$ cat src/rtl/stream_xor_encryptor.sv
// ============================================================================
//  Module      : stream_xor_encryptor
//  Description : Handshaked byte encryptor; XORs plaintext with an 8-bit LFSR
//                keystream that restarts from the loaded key at every packet.
//  Revision    : 1.0 - initial release
// ============================================================================
`default_nettype none

module stream_xor_encryptor #(
  parameter int DATA_W = 8
) (
  input  logic              clk,
  input  logic              rst_n,
  input  logic              key_load,
  input  logic [DATA_W-1:0] key_in,
  input  logic              in_valid,
  output logic              in_ready,
  input  logic [DATA_W-1:0] in_data,
  input  logic              in_last,
  output logic              out_valid,
  input  logic              out_ready,
  output logic [DATA_W-1:0] out_data,
  output logic              out_last,
  output logic              busy
);

  typedef enum logic [1:0] {
    S_NOKEY = 2'd0,
    S_IDLE  = 2'd1,
    S_PKT   = 2'd2
  } state_t;

  localparam logic [DATA_W-1:0] c_seed_one = DATA_W'(1);

  state_t            r_state;
  logic [DATA_W-1:0] r_seed;
  logic [DATA_W-1:0] r_pend_key;
  logic              r_pend_v;
  logic [DATA_W-1:0] r_ks;
  logic [DATA_W-1:0] r_out_data;
  logic              r_out_last;
  logic              r_out_valid;

  logic              w_accept;
  logic [DATA_W-1:0] w_key_seed;
  logic [DATA_W-1:0] w_ks_next;
  logic              w_pend_v_eff;
  logic [DATA_W-1:0] w_pend_key_eff;

  // An all-zero LFSR would lock up, so a zero key maps to 1.
  assign w_key_seed = (key_in == '0) ? c_seed_one : key_in;
  assign w_ks_next  = {r_ks[6:0], r_ks[7] ^ r_ks[5] ^ r_ks[4] ^ r_ks[3]};

  // A strobe arriving on the very edge a key is applied still wins.
  assign w_pend_v_eff   = r_pend_v | key_load;
  assign w_pend_key_eff = key_load ? w_key_seed : r_pend_key;

  assign in_ready  = (r_state != S_NOKEY) && (!r_out_valid || out_ready);
  assign w_accept  = in_valid && in_ready;

  assign out_valid = r_out_valid;
  assign out_data  = r_out_data;
  assign out_last  = r_out_last;
  assign busy      = (r_state == S_PKT) || r_out_valid;

  always_ff @(posedge clk or negedge rst_n) begin
    if (!rst_n) begin
      r_state     <= S_NOKEY;
      r_seed      <= c_seed_one;
      r_pend_key  <= '0;
      r_pend_v    <= 1'b0;
      r_ks        <= c_seed_one;
      r_out_data  <= '0;
      r_out_last  <= 1'b0;
      r_out_valid <= 1'b0;
    end else begin
      if (w_accept) begin
        r_out_data  <= in_data ^ r_ks;
        r_out_last  <= in_last;
        r_out_valid <= 1'b1;
      end else if (out_ready) begin
        r_out_valid <= 1'b0;
      end

      case (r_state)
        S_NOKEY: begin
          if (key_load) begin
            r_seed  <= w_key_seed;
            r_ks    <= w_key_seed;
            r_state <= S_IDLE;
          end
        end
        default: begin
          if (key_load) begin
            r_pend_key <= w_key_seed;
            r_pend_v   <= 1'b1;
          end
          if (w_accept && !in_last) begin
            r_ks    <= w_ks_next;
            r_state <= S_PKT;
          end else if (w_accept || (r_state == S_IDLE)) begin
            // Packet boundary: the only place a new key may take effect.
            r_state <= S_IDLE;
            if (w_pend_v_eff) begin
              r_seed   <= w_pend_key_eff;
              r_ks     <= w_pend_key_eff;
              r_pend_v <= 1'b0;
            end else if (w_accept) begin
              r_ks <= r_seed;
            end
          end
        end
      endcase
    end
  end

endmodule

`default_nettype wire

$ cat config.mk
export PLATFORM = sky130hd
export DESIGN_NAME = stream_xor_encryptor
export DESIGN_NICKNAME = d
export VERILOG_FILES = /design/src/rtl/stream_xor_encryptor.sv
export SDC_FILE = /design/constraint.sdc
export NUM_CORES = 1
export LEC_CHECK = 0
export CORE_MARGIN = 3
export CORE_UTILIZATION = 37
export CTS_BUF_LIST = sky130_fd_sc_hd__clkbuf_2 sky130_fd_sc_hd__clkbuf_4 sky130_fd_sc_hd__clkbuf_8
export DETAILED_ROUTE_END_ITERATION = 6
export RECOVER_POWER = 50
export SYNTH_ARGS = -nofsm -noshare
export SYNTH_HDL_FRONTEND = slang
export SYNTH_SLANG_ARGS = --single-unit
$ cat constraint.sdc
create_clock -name clk -period 4.7 [get_ports clk]
set_clock_uncertainty 0.15 [all_clocks]
set_input_delay 0.705 -clock clk [delete_from_list [all_inputs] [get_ports clk]]
set_output_delay 0.705 -clock clk [all_outputs]
set_load 0.02 [all_outputs]
==> metrics.txt <==
status=finished, violations left; failing checks=max-capacitance violations, max-slew violations; Final ANT Viol Nets=0; Routed WL=4022 um; fin util=48.41%; PostCTS Resize Cnt=0; Arr. time, crit path=2.18 ns; maximum vdd drop=0.0002101 V; clk buf depth=2; vias per cell=5.100; DR vias=1428; Finish-stage setup viols=0; ys flop type=dfrtp_1; CTS clk-pin slew, worst paths=0.07 ns; wire length per cell=14.36 um; largest net degree at the start of global routing=38; type of the worst min-delay path=register to register; commonest non-fill, non-tap cell in the layout=dfrtp_1; total setup buffers inserted after CTS=0; # clock sinks=37; FP Rows=25; Port Buffers=33; Relative slew margins=-29.10%; core box area=4880 um2; fin cells=280; Startpoint Class=primary input; total gr overflow=0; # diodes=0; syn_area_per_cell=10.61 um2; Crit Path Max Fanout=3; total CTS buffers=5; ys async rst share=100.0%; Detailed Place HPWL=2971 um; mapped cell area=1932 um2; Setup TNS=0 ns; placed cell areas=2288 um2; 1st-iter DRT viols=68; Yosys Warn Count=0; Residual DRC=0; initial antenna violation count=0; IO Pins=34; gpl congestion=0.8205; Die Ht=78.26 um; number of synthesized flops with an enable pin=0; initial core utilization=39.59%; post-synthesis sequential area ratio=48.06%; total design power=1.489 mW; hold buffers post-CTS=0; RSZ-0062 raised after global routing=no; Total GRT Usage=14.18%; Mapped Cells=182; Critical Path Sink Type=output port; Yosys cell types=38; Inst Count DP=273; critical path required time=3.85 ns; Area growth, synth to finish=22.28%; Final Max Slew Viols=38; CTS root buf=clkbuf_8; final instance area=2362 um2; layout cell share with drive strength beyond 1=14.55%; Peak Freq=329.1 MHz; Hold Vio Cnt, Final=0; H-Tree Depth=2; clk_lat worst skew=0.28 ns; leakage power=0.9405 nW; kind of critical path=primary input to output port; most frequent cells in the layout=dfrtp_1 (35), clkdlybuf4s50_1 (31), nand2_1 (21); die width=78.26 um; first-pass iteration count of the detailed router=4; Synth Register Bits=37; syn_nets=204; die footprint=6125 um2; vias in the first global route=1393; first-pass GRT wire length=6851 um; total of max-cap violations=1; Worst-Margin Slew=1.937 ns; Final period util=64.66%; CTS tree=yes; pwr dens=630.5 nW/um2; post-layout minimum cycle time=3.039 ns; nets=235
layer usage:
metal	wire [um]	track usage [%]
met3	260	4.817
met4	49	4.545
met5	0	0
met1	1873	19.53
met2	1839	20.98
worst paths after layout:
| kind | start | to | slack, ns | cells after the start |
|---|---|---|---|---|
| max | out_ready | in_ready | 1.66 | 4 |
| min | out_data[5]$_DFFE_PN0P_ | out_data[5]$_DFFE_PN0P_ | 0.33 | 2 |
| max reg2reg | r_state[0]$_DFFE_PN0P_ | r_ks[5]$_DFFE_PN0P_ | 2.49 | 4 |
| min reg2reg | out_data[5]$_DFFE_PN0P_ | out_data[5]$_DFFE_PN0P_ | 0.33 | 2 |
| max in group asynchronous | rst_n | r_seed[2]$_DFFE_PN0P_ | 1.94 | 2 |
| min in group asynchronous | rst_n | out_data[4]$_DFFE_PN0P_ | 1.35 | 2 |
logic make-up (layout without fill, tap and decap cells):
| family | after synthesis | in the layout | synth area share, % |
|---|---|---|---|
| mux | 16 | 16 | 8.873 |
| simple gates | 54 | 54 | 15.61 |
| xor+xnor | 11 | 11 | 4.987 |
| buf+inv | 12 | 43 | 3.756 |
| flops | 37 | 37 | 48.06 |
| compound gates | 52 | 52 | 18.72 |
synth_stat cells, types with 2 or more instances:
master    instances  share of area (%)
dfrtp_1          35                 45
nand2_1          21                4.1
a21oi_1          15                3.9
nor2_1           11                2.1
o21ai_0          10                2.6
mux2_2            9                5.2
xnor2_1           9                4.1
a211oi_1          8                3.1
nor2b_1           8                2.6
mux2i_1           7                3.6
o211ai_1          6                2.3
o221a_2           6                3.5
buf_2             4                1.0
buf_4             2               0.78
buf_6             2                1.2
dfstp_2           2                2.7
inv_1             2               0.39
nand2b_1          2               0.65
nand3_1           2               0.52
nand3_4           2                1.8
xor2_1            2               0.91
area by class of cell:
cell class	count	area, um2
well taps	67	83.83
fillers	466	2517
repair buffers	34	334.1
inverters	2	7.507
clock buffers	7	90.09
multi-input cells	133	918.4
flip-flops and latches	37	928.4
flip-flops by register name, indices dropped and copies added (netlist names):
signal,count
r_pend_key,8
r_seed,8
r_pend_v,1
out_last,1
out_data,8
r_ks,8
r_state,2
out_valid,1
per-stage QoR:
stage	hold WS (ns)	setup WS, ns
2_1_floorplan	0.2594	2.643
3_3_place_gp	0.3112	1.756
3_5_place_dp	0.3202	1.731
4_1_cts	0.3354	1.724
5_1_grt	0.3792	1.471
6_report	0.3287	1.661
worst max-delay path, stage by stage:
cell and delay (ns):
dlygate4sd3_1 0.54, and2b_1 0.23, nor2_1 0.10, clkdlybuf4s50_1 0.61
where the power goes:
part	leakage (nW)	switching [mW]	internal [mW]	total (mW)
clock	0.0477	0.0988	0.122	0.221
combinational	0.464	0.326	0.336	0.662
sequential	0.429	0.132	0.475	0.607
(Power assumes the default switching activity.)
==> variant 1, RTL diff (config.mk and constraints unchanged) <==
The 3 states of `state_t` get a one-hot encoding in 3 bits.
--- a/src/rtl/stream_xor_encryptor.sv
+++ b/src/rtl/stream_xor_encryptor.sv
@@ -24,10 +24,10 @@
   output logic              busy
 );
 
-  typedef enum logic [1:0] {
-    S_NOKEY = 2'd0,
-    S_IDLE  = 2'd1,
-    S_PKT   = 2'd2
+  typedef enum logic [2:0] {
+    S_NOKEY = 3'b001,
+    S_IDLE  = 3'b010,
+    S_PKT   = 3'b100
   } state_t;
 
   localparam logic [DATA_W-1:0] c_seed_one = DATA_W'(1);
Check against the original RTL: no difference found for any inputs over 4 cycles, from zero or initial values and one cycle with rst_n low; so few cycles prove little.
==> variant 1 against the original RTL <==
The flow still finishes with violations (max-capacitance violations, max-slew violations). Wire length is 2.6% higher. Cell count is 3.6% higher. Sequential share of layout area is 0.78 points lower. Sequential cell count is 1 higher. Non-clock buffer count is 1 lower. Worst setup slack better by 220 ps. Area after synthesis is 5.6% higher. Core utilization is 0.79 points lower. Cell area is 4.9% higher. Global-route usage is 0.095 points higher. Power is 28% lower. Register-to-register slack worse by 260 ps. Critical endpoint unchanged.
==> variant 1: results (changes against the original RTL) <==
CELLS AND AREA
-------------------------------------------------------------------------------
Area taken by multi-input logic gates ............................ 0.00101 sq mm   +10%
Net count of the finished layout .................................          241   +2.6%
Non-Clock Inverter Count .........................................            1   -1
Number of clock buffer instances in the layout ...................            6   -1
Layout clock area frac ...........................................        3.84%   +0.023 points
Non-clock buffer contribution to total cell area .................        13.1%   -1.1 points
Multi-Input Combinational ........................................          140   +5.3%
Share of cells above drive strength 1 ............................        17.7%   +3.2 points
Non-CTS buffers ..................................................           33   -2.9%

STA
-------------------------------------------------------------------------------
Number of max-slew violations in the final report ................           39   +2.6%
Slew at the pin with the worst max-slew slack ....................      2050 ps   +114 ps

DRT
-------------------------------------------------------------------------------
Iteration count of the initial detailed-routing pass .............            4   unchanged
Met3 wirelength from detailed routing ............................       197 um   -24%
Routed length per placed instance ................................      14.2 um   -0.93%
Number of DRC markers after the initial detailed-route iteration .           46   -32%
Met1 routed wirelength after detailed routing ....................      2070 um   +11%
Vias after detailed routing ......................................         1437   +0.63%
Met2 Routed Length ...............................................      1810 um   -1.8%

GRT
-------------------------------------------------------------------------------
Maximum number of pins on one net before global-route repair .....           39   +2.6%
Global-route met2 utilization ....................................        20.5%   -0.45 points
Fraction of met3 tracks used by global routing ...................        4.93%   +0.12 points
Met1 usage .......................................................        20.4%   +0.88 points
Global router's overall resource usage ...........................        14.3%   +0.095 points
Wire length of the first global-routing pass .....................      6990 um   +2.0%

PWR
-------------------------------------------------------------------------------
Maximum ir drop on the vdd rail ..................................       178 uV   -15%
Leakage power figure .............................................      1.00 nW   +6.7%
Share of power burned in the clock network .......................        22.4%   +7.6 points

FLOORPLAN
-------------------------------------------------------------------------------
X dimension of the die ...........................................      80.3 um   +2.6%

SETUP PATH
-------------------------------------------------------------------------------
Worst reg-to-reg path cell count .................................            3   -1
FF-to-FF setup slack .............................................      2230 ps   -260 ps
Crit path DAT ....................................................      1960 ps   -220 ps
Reg2reg start ....................................................   r_state[0]
Reg2reg end ......................................................     out_last

MIN PATH
-------------------------------------------------------------------------------
Terminating pin of the worst hold path ...........................  out_data[6]
Min-delay src ....................................................  out_data[6]

OUTCOME
-------------------------------------------------------------------------------
Run status ....................................................... complete, but fails checks
Violations in the final reports .................................. max-capacitance violations, max-slew violations

LOGIC SYNTHESIS
-------------------------------------------------------------------------------
Synth top cells by count ......................................... 35 x sky130_fd_sc_hd__dfrtp_1, 22 x sky130_fd_sc_hd__nor2_1, 15 x sky130_fd_sc_hd__mux2_2
Flops & latches, synth ...........................................           38   +2.7%
Count of unique library cells instantiated by Yosys ..............           37   -2.6%
Synthesized netlist net count ....................................          208   +2.0%

PLACE
-------------------------------------------------------------------------------
Last weighted congestion value of the routability-driven placer ..        0.759   -7.5%

FLOW RUN
-------------------------------------------------------------------------------
Max-cap violations ...............................................            1   unchanged

variant 1: cell types whose count changed in the layout (fill, tap and decap cells not counted), moves of 3 or more:
cell,before,now
sky130_fd_sc_hd__nand2_1,21,12
sky130_fd_sc_hd__a21oi_2,1,5
sky130_fd_sc_hd__mux2_2,9,15
sky130_fd_sc_hd__a211oi_1,8,0
sky130_fd_sc_hd__mux2i_1,7,10
sky130_fd_sc_hd__a22oi_1,0,7
sky130_fd_sc_hd__a21o_1,0,3
sky130_fd_sc_hd__a22o_1,0,6
sky130_fd_sc_hd__o211ai_1,6,0
sky130_fd_sc_hd__nor2_1,11,24
sky130_fd_sc_hd__o221a_2,6,0
sky130_fd_sc_hd__nor2b_1,8,1
variant 1: cell families (layout without fill, tap and decap cells):
| family | count (synthesis) | in the layout | share of synthesized area, % |
|---|---|---|---|
| AO/OA/AOI/OAI | 53 | 53 | 18.5 |
| multiplexers | 26 | 26 | 13.7 |
| AND/OR/NAND/NOR | 49 | 49 | 13.0 |
| XOR/XNOR | 12 | 12 | 5.15 |
| buffers and inverters | 8 | 42 | 2.82 |
| flip-flops | 38 | 38 | 46.8 |
variant 1: worst max-delay path: stages:
cell,delay [ps]
sky130_fd_sc_hd__clkdlybuf4s50_1,410
sky130_fd_sc_hd__nor2b_1,240
sky130_fd_sc_hd__nor2_1,60
sky130_fd_sc_hd__clkdlybuf4s50_1,540
variant 1: metrics by stage:
step	worst slack [ps]	util [%]	cells	hold WS, ps	power [mW]
after floorplan	2650	-	186	259	0.725
after global placement	1850	46.1	282	310	0.843
after detailed placement	1850	46.1	282	319	0.849
after CTS	1840	47.9	290	338	1.09
after global routing	1790	47.6	290	352	1.15
final	1890	47.6	290	329	1.08
==> variant 2, RTL diff (config.mk and constraints unchanged) <==
Without the edit above. Reset style: synchronous (`rst_n`), changed in one clocked block.
--- a/src/rtl/stream_xor_encryptor.sv
+++ b/src/rtl/stream_xor_encryptor.sv
@@ -63,7 +63,7 @@
   assign out_last  = r_out_last;
   assign busy      = (r_state == S_PKT) || r_out_valid;
 
-  always_ff @(posedge clk or negedge rst_n) begin
+  always_ff @(posedge clk) begin
     if (!rst_n) begin
       r_state     <= S_NOKEY;
       r_seed      <= c_seed_one;
Formal check against the unedited RTL: differs if rst_n is asserted again (counterexample within 4 cycles, from zero or initial values and one cycle with rst_n low); with rst_n held inactive, the same outputs for 4 cycles.
==> variant 2 against the original RTL <==
The run still ends with max-capacitance violations, max-slew violations left. Area after synthesis shrank 4.8%. Critical path type is now primary input to register. Wire length grew 1.8%. Critical path depth grew 2. Sequential cell count is the same. First-iteration DRC count shrank 28%. Maximum frequency shrank 14%. Worst setup slack lost 510 ps. Cell area shrank 4.9%. Hold slack gained 14 ps.
Power is not compared: it rests on default switching activity, and its combinational part moved more than twofold at a synthesized area within 25%.
==> variant 2: results (changes against the original RTL) <==
SETUP PATH
--------------------------------------------------------------------------------
Crit path DAT .....................................................      3570 ps   +1390 ps
Kind of cell with the highest combined delay on the critical path . simple AND/OR/NAND/NOR gates
Worst reg-to-reg path cell count ..................................            5   +1

PLACE
--------------------------------------------------------------------------------
Setup slack after placement .......................................      1450 ps   -283 ps
Last weighted congestion value of the routability-driven placer ...        0.781   -4.8%
Cell Count Post-Placement .........................................          294   +7.7%

DRT
--------------------------------------------------------------------------------
Met2 Routed Length ................................................      1830 um   -0.76%
Routed length per placed instance .................................      13.6 um   -5.3%

OUTCOME
--------------------------------------------------------------------------------
Violations in the final reports ................................... max-capacitance violations, max-slew violations
Run status ........................................................ complete, but fails checks

CELLS AND AREA
--------------------------------------------------------------------------------
Fraction of area in multi-input gates .............................        43.6%   +4.7 points
Multi-Input Combinational .........................................          151   +14%
Area grow syn2layout ..............................................        22.1%
Non-Clock Inverter Count ..........................................            6   +4
Non-CTS buffers ...................................................           33   -2.9%

GRT
--------------------------------------------------------------------------------
Global-route met2 utilization .....................................        22.7%   +1.7 points
Fraction of met3 tracks used by global routing ....................        3.90%   -0.92 points

LOGIC SYNTHESIS
--------------------------------------------------------------------------------
Synth top cells by count .......................................... 37 x sky130_fd_sc_hd__dfxtp_1, 32 x sky130_fd_sc_hd__nor2_1, 19 x sky130_fd_sc_hd__nand2_1
Avg Cell Area, Syn ................................................   8.93 sq um   -16%
Count of unique library cells instantiated by Yosys ...............           40   +5.3%
Top post-synthesis cells by area .................................. sky130_fd_sc_hd__dfxtp_1 40%, sky130_fd_sc_hd__nor2_1 6.5%, sky130_fd_sc_hd__a21oi_1 4.6%, sky130_fd_sc_hd__mux2i_1 4.4%, sky130_fd_sc_hd__mux2_2 4.3%

STA
--------------------------------------------------------------------------------
Worst slew margin relative to its limit ...........................       -28.5%   +0.58 points
Number of max-slew violations in the final report .................           30   -21%
Post-layout worst setup margin ....................................      1150 ps   -514 ps
Worst hold slack ..................................................       343 ps   +14.1 ps

FLOW RUN
--------------------------------------------------------------------------------
Max-cap violations ................................................            2   +1

==> variant 2: changes by cell type in the layout (fill, tap and decap cells not counted), sizes merged, moves of 10 or more <==
cell / before / now
dfxtp: 0 / 37
dlygate4sd3: 2 / 12
dfrtp: 35 / 0
clkdlybuf4s50: 31 / 21
nor2: 12 / 34
==> variant 2: report_power, final <==
part | switching, mW | internal, mW | total (mW)
sequential | 0.0207 | 0.339 | 0.359
clock | 0.108 | 0.122 | 0.230
combinational | 0.0784 | 0.0729 | 0.151
total | 0.207 | 0.534 | 0.741
==> variant 2: kinds of logic (layout without fill, tap and decap cells) <==
group / after synthesis / count (layout) / share of synthesized area [%]
and+or+nand+nor: 64 / 64 / 17.8
AOI/OAI and AO/OA: 61 / 61 / 23.2
buffers and inverters: 18 / 46 / 4.90
DFF: 37 / 37 / 40.3
muxes: 15 / 15 / 8.64
xor gates and xnor gates: 11 / 11 / 5.24
